--- config.mk ---
export PLATFORM = sky130hd
export DESIGN_NAME = pipe_elastic_reg_flat
export DESIGN_NICKNAME = d
export VERILOG_FILES = /design/src/rtl/pipe_elastic_reg_pkg.sv /design/src/rtl/pipe_elastic_reg_if.sv /design/src/rtl/pipe_elastic_reg_slot.sv /design/src/rtl/pipe_elastic_reg.sv /design/src/flat_wrapper.sv
export SDC_FILE = /design/constraint.sdc
export NUM_CORES = 1
export LEC_CHECK = 0
export ABC_AREA = 1
export ABC_CLOCK_PERIOD_IN_PS = 3400
export CAP_MARGIN = 15
export CORE_UTILIZATION = 40
export CTS_CLUSTER_DIAMETER = 80
export CTS_CLUSTER_SIZE = 28
export DETAILED_ROUTE_END_ITERATION = 7
export PLACE_DENSITY = 0.73
export SLEW_MARGIN = 20
export SYNTH_ARGS = -nofsm -noshare
export SYNTH_HDL_FRONTEND = slang
export SYNTH_SLANG_ARGS = --single-unit
--- constraint.sdc ---
create_clock -name clk -period 3.4 [get_ports clk]
set_input_delay 0.68 -clock clk [delete_from_list [all_inputs] [get_ports clk]]
set_output_delay 0.68 -clock clk [all_outputs]
set_load 0.02 [all_outputs]
--- src/rtl/pipe_elastic_reg_pkg.sv ---
// Shared types and helpers for the elastic pipeline register chain.
package pipe_pkg;

  // Upper bound on the number of register slots a chain may be built with.
  localparam int PIPE_MAX_STAGES = 8;

  // Global pipeline controls, bundled so they travel together.
  typedef struct packed {
    logic halt;   // CPU halted: freeze everything
    logic stall;  // hazard stall: freeze everything
    logic flush;  // kill all in-flight entries
  } pipe_ctrl_t;

  // Width of a counter able to hold 0..stages inclusive.
  function automatic int occ_width(input int stages);
    return $clog2(stages + 1);
  endfunction

endpackage : pipe_pkg

--- src/rtl/pipe_elastic_reg_if.sv ---
// Valid/ready/data handshake bundle. The producer of the payload uses the
// master modport, the consumer uses the slave modport.
interface pipe_elastic_reg_if #(
  parameter int WIDTH = 9
);

  logic             valid;
  logic             ready;
  logic [WIDTH-1:0] data;

  // Payload producer: drives valid/data, observes ready.
  modport master (
    output valid,
    output data,
    input  ready
  );

  // Payload consumer: observes valid/data, drives ready.
  modport slave (
    input  valid,
    input  data,
    output ready
  );

endinterface : pipe_elastic_reg_if

--- src/rtl/pipe_elastic_reg_slot.sv ---
// One slot of the elastic chain: a valid bit plus a payload register.
// Clear wins over load. Loading an empty entry only updates the valid bit;
// the payload is left untouched so an idle slot does not toggle.
module pipe_slot #(
  parameter int               WIDTH     = 9,
  parameter logic [WIDTH-1:0] RESET_VAL = '0
) (
  input  logic             clk,
  input  logic             reset,
  input  logic             clr_i,
  input  logic             ld_i,
  input  logic             valid_i,
  input  logic [WIDTH-1:0] data_i,
  output logic             valid_o,
  output logic [WIDTH-1:0] data_o
);

  logic             valid_q;
  logic [WIDTH-1:0] data_q;

  // Slot state: async reset, then clear, then load, else hold.
  always_ff @(posedge clk or posedge reset) begin
    if (reset) begin
      valid_q <= 1'b0;
      data_q  <= RESET_VAL;
    end else if (clr_i) begin
      valid_q <= 1'b0;
      data_q  <= RESET_VAL;
    end else if (ld_i) begin
      valid_q <= valid_i;
      if (valid_i) begin
        data_q <= data_i;
      end
    end
  end

  assign valid_o = valid_q;
  assign data_o  = data_q;

endmodule : pipe_slot

--- src/rtl/pipe_elastic_reg.sv ---
// Elastic pipeline register chain: STAGES valid+payload slots between two
// valid/ready interfaces, with global halt/stall (freeze) and flush.
// Bubbles collapse: a slot may accept new data whenever it is empty or its
// contents move on in the same cycle, so the chain fills completely before
// back-pressuring upstream.
//
// Timing note: out_if.ready reaches in_if.ready through the advance chain
// (a combinational path of STAGES levels). There is no combinational path
// from in_if.valid to out_if.valid; out_* come straight from slot flops.
module pipe_elastic_reg
  import pipe_pkg::*;
#(
  parameter int               WIDTH     = 9,
  parameter int               STAGES    = 2,
  parameter logic [WIDTH-1:0] RESET_VAL = '0
) (
  input  logic                           clk,
  input  logic                           reset,
  input  logic                           halt,
  input  logic                           stall,
  input  logic                           flush,
  pipe_elastic_reg_if.slave              in_if,
  pipe_elastic_reg_if.master             out_if,
  output logic [occ_width(STAGES)-1:0]   occupancy
);

  localparam int OCC_W = occ_width(STAGES);

  pipe_ctrl_t                   ctrl_s;
  logic                         freeze_s;
  logic                         in_ready_s;

  // Per-slot state as seen from the slot registers.
  logic [STAGES-1:0]            valid_s;
  logic [STAGES-1:0][WIDTH-1:0] data_s;

  // adv_s[i]: slot i's contents leave this cycle (if it holds anything).
  // take_s[i]: slot i can be written this cycle (empty or draining).
  logic [STAGES-1:0]            adv_s;
  logic [STAGES-1:0]            take_s;

  // What each slot would load, and whether it loads.
  logic [STAGES-1:0]            ld_s;
  logic [STAGES-1:0]            src_valid_s;
  logic [STAGES-1:0][WIDTH-1:0] src_data_s;

  // Valid vector after the coming edge, used for the occupancy count.
  logic [STAGES-1:0]            nxt_valid_s;
  logic [OCC_W-1:0]             occupancy_d;
  logic [OCC_W-1:0]             occupancy_q;

  assign ctrl_s   = '{halt: halt, stall: stall, flush: flush};
  assign freeze_s = ctrl_s.halt | ctrl_s.stall;

  // Advance/take chain, walked from the output slot back to the input slot.
  always_comb begin
    logic next_take;
    adv_s     = '0;
    take_s    = '0;
    next_take = out_if.ready;
    for (int i = STAGES - 1; i >= 0; i--) begin
      adv_s[i]  = !freeze_s & next_take;
      take_s[i] = !valid_s[i] | adv_s[i];
      next_take = take_s[i];
    end
  end

  // Upstream may hand over data only when slot 0 can take it and nothing
  // is frozen or being flushed.
  assign in_ready_s = !ctrl_s.flush & !freeze_s & take_s[0];

  // Slot sources: slot 0 from upstream, every other slot from its predecessor.
  always_comb begin
    src_valid_s    = '0;
    src_data_s     = '0;
    src_valid_s[0] = in_if.valid & in_ready_s;
    src_data_s[0]  = in_if.data;
    for (int i = 1; i < STAGES; i++) begin
      src_valid_s[i] = valid_s[i-1];
      src_data_s[i]  = data_s[i-1];
    end
  end

  // A slot loads whenever it can take data and the chain is not frozen;
  // loading an invalid source is how a drained slot becomes empty.
  always_comb begin
    ld_s = '0;
    for (int i = 0; i < STAGES; i++) begin
      ld_s[i] = !freeze_s & take_s[i];
    end
  end

  // Register slots; flush clears every slot regardless of freeze.
  for (genvar g = 0; g < STAGES; g++) begin : g_slot
    pipe_slot #(
      .WIDTH     (WIDTH),
      .RESET_VAL (RESET_VAL)
    ) u_slot (
      .clk     (clk),
      .reset   (reset),
      .clr_i   (ctrl_s.flush),
      .ld_i    (ld_s[g]),
      .valid_i (src_valid_s[g]),
      .data_i  (src_data_s[g]),
      .valid_o (valid_s[g]),
      .data_o  (data_s[g])
    );
  end

  // Predict the post-edge valid vector the same way the slots will update.
  always_comb begin
    nxt_valid_s = '0;
    for (int i = 0; i < STAGES; i++) begin
      if (ctrl_s.flush) begin
        nxt_valid_s[i] = 1'b0;
      end else if (ld_s[i]) begin
        nxt_valid_s[i] = src_valid_s[i];
      end else begin
        nxt_valid_s[i] = valid_s[i];
      end
    end
  end

  // Popcount of the post-edge valid vector.
  always_comb begin
    occupancy_d = '0;
    for (int i = 0; i < STAGES; i++) begin
      occupancy_d = occupancy_d + OCC_W'(nxt_valid_s[i]);
    end
  end

  // Occupancy register, updated on the same edge as the slots.
  always_ff @(posedge clk or posedge reset) begin
    if (reset) begin
      occupancy_q <= '0;
    end else begin
      occupancy_q <= occupancy_d;
    end
  end

  assign in_if.ready  = in_ready_s;
  assign out_if.valid = valid_s[STAGES-1];
  assign out_if.data  = data_s[STAGES-1];
  assign occupancy    = occupancy_q;

endmodule : pipe_elastic_reg

--- src/flat_wrapper.sv ---
// flat-port wrapper written by rule: the top's interface ports become plain ports
module pipe_elastic_reg_flat import pipe_pkg::*;
#(
  parameter int               WIDTH     = 9,
  parameter int               STAGES    = 2,
  parameter logic [WIDTH-1:0] RESET_VAL = '0
)
  (clk, reset, halt, stall, flush, occupancy, in_if_valid, in_if_data, in_if_ready, out_if_valid, out_if_data, out_if_ready);
  pipe_elastic_reg_if #(.WIDTH(WIDTH)) in_if_i ();
  pipe_elastic_reg_if #(.WIDTH(WIDTH)) out_if_i ();
  input  logic clk;
  input  logic reset;
  input  logic halt;
  input  logic stall;
  input  logic flush;
  output logic [occ_width(STAGES)-1:0] occupancy;
  input wire logic [$bits(in_if_i.valid)-1:0] in_if_valid;
  input wire logic [$bits(in_if_i.data)-1:0] in_if_data;
  output wire logic [$bits(in_if_i.ready)-1:0] in_if_ready;
  output wire logic [$bits(out_if_i.valid)-1:0] out_if_valid;
  output wire logic [$bits(out_if_i.data)-1:0] out_if_data;
  input wire logic [$bits(out_if_i.ready)-1:0] out_if_ready;
  assign in_if_i.valid = in_if_valid;
  assign in_if_i.data = in_if_data;
  assign in_if_ready = in_if_i.ready;
  assign out_if_valid = out_if_i.valid;
  assign out_if_data = out_if_i.data;
  assign out_if_i.ready = out_if_ready;
  pipe_elastic_reg #(.WIDTH(WIDTH), .STAGES(STAGES), .RESET_VAL(RESET_VAL)) u_core (.clk(clk), .reset(reset), .halt(halt), .stall(stall), .flush(flush), .in_if(in_if_i), .out_if(out_if_i), .occupancy(occupancy));
endmodule
# == After elaboration in Yosys (flattened, before gate mapping) ==
# Cells that the tools add are included.
# word_totals
inputBits,16
output_inout_bits,13
regBits,22
elab_cells,35
# op_classes
bitwise_logic,9
addsub,1
muxes,10
n_reduce_logical,10
# op_table
operator,count
2-to-1 mux 9 bit,6
nonzero test 2 bit,4
bitwise AND 1 bit,6
logical NOT 1 bit,4
2-to-1 mux 1 bit,4
AND reduction 2 bit,2
bitwise OR 1 bit,3
adder 1 x 1 -> 2 bit,1

# == Longest topological paths before layout ==
# logic_depth
depth_word,11
depth_mapped,6
mapped_depth_nobuf,6

# == Modules after synthesis ==
# A second synthesis with hierarchy kept.
# hier_totals
hier_cells,149
hier_area_um2,1122.3
# by_module_without_submodules
mod,seq_area_each_um2,area_per_inst_um2,cells_each,n_inst
pipe_slot,250.2,486.7,64,2
pipe_elastic_reg,50.0,148.9,21,1

# == Worst setup path after synthesis ==
# Ideal clock, no wire load.
# synth_path
path_type,input-to-output
from,in stall
to,out in_if_ready
setup_slack_ns,1.547
n_path_buf,0
required_ns,2.720
stages,3
arrival_time_ns,1.173
cell_sequence,nor2_4 > nand2_1 > nor2_1
# synth_between
elab_chain_cells,7
# synth_lines
element,line,source
from (decl),flat_wrapper.sv:14,input logic stall;
bitwise OR 1 bit (*),pipe_elastic_reg.sv:53,assign freeze_s = ctrl_s.halt | ctrl_s.stall;
logical NOT 1 bit (*),"pipe_elastic_reg.sv:62, pipe_elastic_reg.sv:70",
bitwise AND 1 bit,pipe_elastic_reg.sv:62,adv_s[i] = !freeze_s & next_take;
bitwise OR 1 bit,pipe_elastic_reg.sv:63,take_s[i] = !valid_s[i] | adv_s[i];
bitwise AND 1 bit,pipe_elastic_reg.sv:62,
bitwise OR 1 bit,pipe_elastic_reg.sv:63,
bitwise AND 1 bit (*),pipe_elastic_reg.sv:70,assign in_ready_s = !ctrl_s.flush & !freeze_s & take_s[0];
to (decl),flat_wrapper.sv:19,output wire logic [$bits(in_if_i.ready)-1:0] in_if_ready;
# Every way passes the cells marked *; elsewhere a longest branch is shown, timed or not.

# == Worst setup path after layout ==
# Same ends and word-level chain as after synthesis.

==> metrics <==
status complete, no violations; CP max FO 4; fin nets 163; gr usage total 0.142; post-synthesis mux area share 0; antenna cells 0; first-pass iteration count of the detailed router 4; core area 2500 sq um; post-synthesis simple-gate area fraction 0.321; GP Congestion 0.734; H-tree levels 1; mean number of vias per cell 4.74; vias in the first global route 693; crit end category output port; pin count of the biggest net entering global routing 23; Clock transition at path regs 120 ps; Tmin final 2760 ps; worst slew pin tran 822 ps; Synth top area share 0.513; post-DP HPWL 1320 um; Hold Vio Cnt, Final 0; Yosys cell types 16; final slew viol count 0; total grt overflow 0; first-pass GRT wire length 2960 um; WL final 1890 um; CTS root buf clkbuf_4; Setup Buffers After CTS 0; vias 830; fmax 363 MHz; # fillers 225; DR DRC count 0; die area 2890 sq um; Ys Warns 0; CP required 2720 ps; sequential-to-total area share from yosys stat 0.513; Post-Syn Area per Cell 8.52 sq um; Rel. slew slack 0.451; critical setup path kind primary input to output port; clk sink count 22; Switching Share 0.239; syn_nets 143; Adder-Cell Fraction of Synth Area 0.0117; cts hold-fix bufs 0; Initial Utilization 0.429; Design Area, Final 1320 sq um; input/output buffers 28; Hold Path Class flip-flop to flip-flop; layout cells sized above 1 0.0759; total CTS buffers 3; fraction of the cycle the final worst path needs 0.811; Synth Area in Compound Gates 0.00932; post_cts resized 0; # rows 18; die height 53.8 um; dominant cells by area after synthesis dfrtp_1 (51%), nand2_1 (14%), nand3_1 (9.3%); Worst-Skew Late Latency 300 ps; combinational share of power 0.126; max_cap viols 0; Placed Instance Area 1290 sq um; setup TNS 0 ps; clock share of power 0.295; IO Count 29; Crit path arrival time 2080 ps; Seq pwr share 0.579; Final ANT Viol Nets 0; largest family of logic cells by synthesized area simple AND/OR/NAND/NOR gates; largest area contributor in the netlist dfrtp_1; Setup violations, final 0; CTS tree done; Synth-to-Final Area Change 23.3%; Critical Path Start Type primary input; Wirelength per Cell 10.8 um; clock buffer depth 2; sw power 115 uW; Die Width 53.8 um; synthesized area 1070 sq um; Yosys reg bits 22; initial antenna violation count 0; Static Leak 0.000689 uW; pwr/cell area 363 nW/um^2; Clock Skew 1.35 ps; RSZ-0062 raised after global routing no; 1st-iter DRT viols 32; Int Pwr 366 uW; Peak VDD IR 217 uV; Cells after Synth 126; Synth Area in XOR/XNOR 0
==> power by group through the flow <==
| stage | logic (uW) | registers [uW] | clock network (uW) |
|---|---|---|---|
| 3_3_place_gp | 59.9 | 283 | 0 |
| 4_1_cts | 61.5 | 278 | 145 |
| 2_1_floorplan | 34.3 | 284 | 0 |
| 6_report | 60.8 | 279 | 142 |
| 5_1_grt | 67.5 | 280 | 156 |
| 3_5_place_dp | 60.8 | 284 | 0 |
==> sequential cells by signal, indices dropped and copies added (netlist names) <==
signal / cells
u_core.g_slot.u_slot.data_o: 18
u_core.g_slot.u_slot.valid_o: 2
u_core.occupancy: 2
==> cells in the mapped netlist <==
cell type / number
nand2_1: 40
o21ai_1: 1
buf_4: 9
nand2_2: 1
a21oi_1: 1
buf_2: 2
nand3_4: 1
ha_1: 1
nor2_4: 2
nor2_1: 10
buf_6: 3
dfrtp_1: 22
inv_2: 1
nand3_1: 20
inv_1: 11
nand3_2: 1
==> worst max-delay path: stages <==
cell and delay, ps:
clkdlybuf4s50_1 440, nor2_4 180, nand2_1 70, nor2_1 90, clkdlybuf4s50_1 610
==> placed cells by master (no fill, tap or decap) <==
cell type | synthesis | layout
o21ai_1 | 1 | 1
nor2_1 | 10 | 10
nand3_2 | 1 | 1
ha_1 | 1 | 1
buf_4 | 9 | 1
clkbuf_8 | 0 | 1
dfrtp_1 | 22 | 22
nand2_1 | 40 | 40
clkdlybuf4s50_1 | 0 | 28
inv_2 | 1 | 1
nand2_2 | 1 | 1
inv_1 | 11 | 11
nor2_4 | 2 | 2
nand3_1 | 20 | 20
a21oi_1 | 1 | 1
clkbuf_4 | 0 | 3
nand3_4 | 1 | 1
==> metrics by stage <==
step	hold WS (ps)	power [uW]	util	setup WS, ps	std cells
2_1_floorplan	443	318	-	1550	126
3_3_place_gp	456	343	0.515	666	171
3_5_place_dp	462	344	0.515	632	171
4_1_cts	491	484	0.530	631	175
5_1_grt	511	503	0.530	585	175
6_report	485	481	0.530	641	175
==> layout make-up <==
class / count / area [sq um] / area share
clock buffer: 4 / 36.3 / 0.0274
inverter: 12 / 45.0 / 0.0340
multi-input combinational: 78 / 367 / 0.277
sequential: 22 / 551 / 0.416
tap: 30 / 37.5 / 0.0284
timing repair buffer: 29 / 288 / 0.217
==> routing by layer <==
metal	vias up	track usage	routed length (um)
met5	-	0	0
met2	32	0.230	965
met4	0	0.0526	19
li1	418	-	-
met1	378	0.192	794
met3	2	0.0169	111
==> cell families (layout without fill, tap and decap cells) <==
family	after synthesis	in the layout
simple gates	75	75
fa+ha+maj	1	1
compound gates	2	2
flops	22	22
buf+inv	26	45
==> worst paths after layout <==
check                                                   from                                 to  slack [ps]  cells past startpoint
setup / recovery                                       stall                        in_if_ready         640                      5
hold / removal             u_core.g_slot[0].u_slot.data_o[8]  u_core.g_slot[1].u_slot.data_o[8]         490                      2
setup reg to reg             u_core.g_slot[0].u_slot.valid_o                u_core.occupancy[0]        2000                      4
hold reg to reg            u_core.g_slot[0].u_slot.data_o[8]  u_core.g_slot[1].u_slot.data_o[8]         490                      2
max in group asynchronous                              reset  u_core.g_slot[0].u_slot.data_o[2]        2070                      2
min in group asynchronous                              reset  u_core.g_slot[1].u_slot.data_o[6]         830                      2
(Power assumes the default switching activity.)
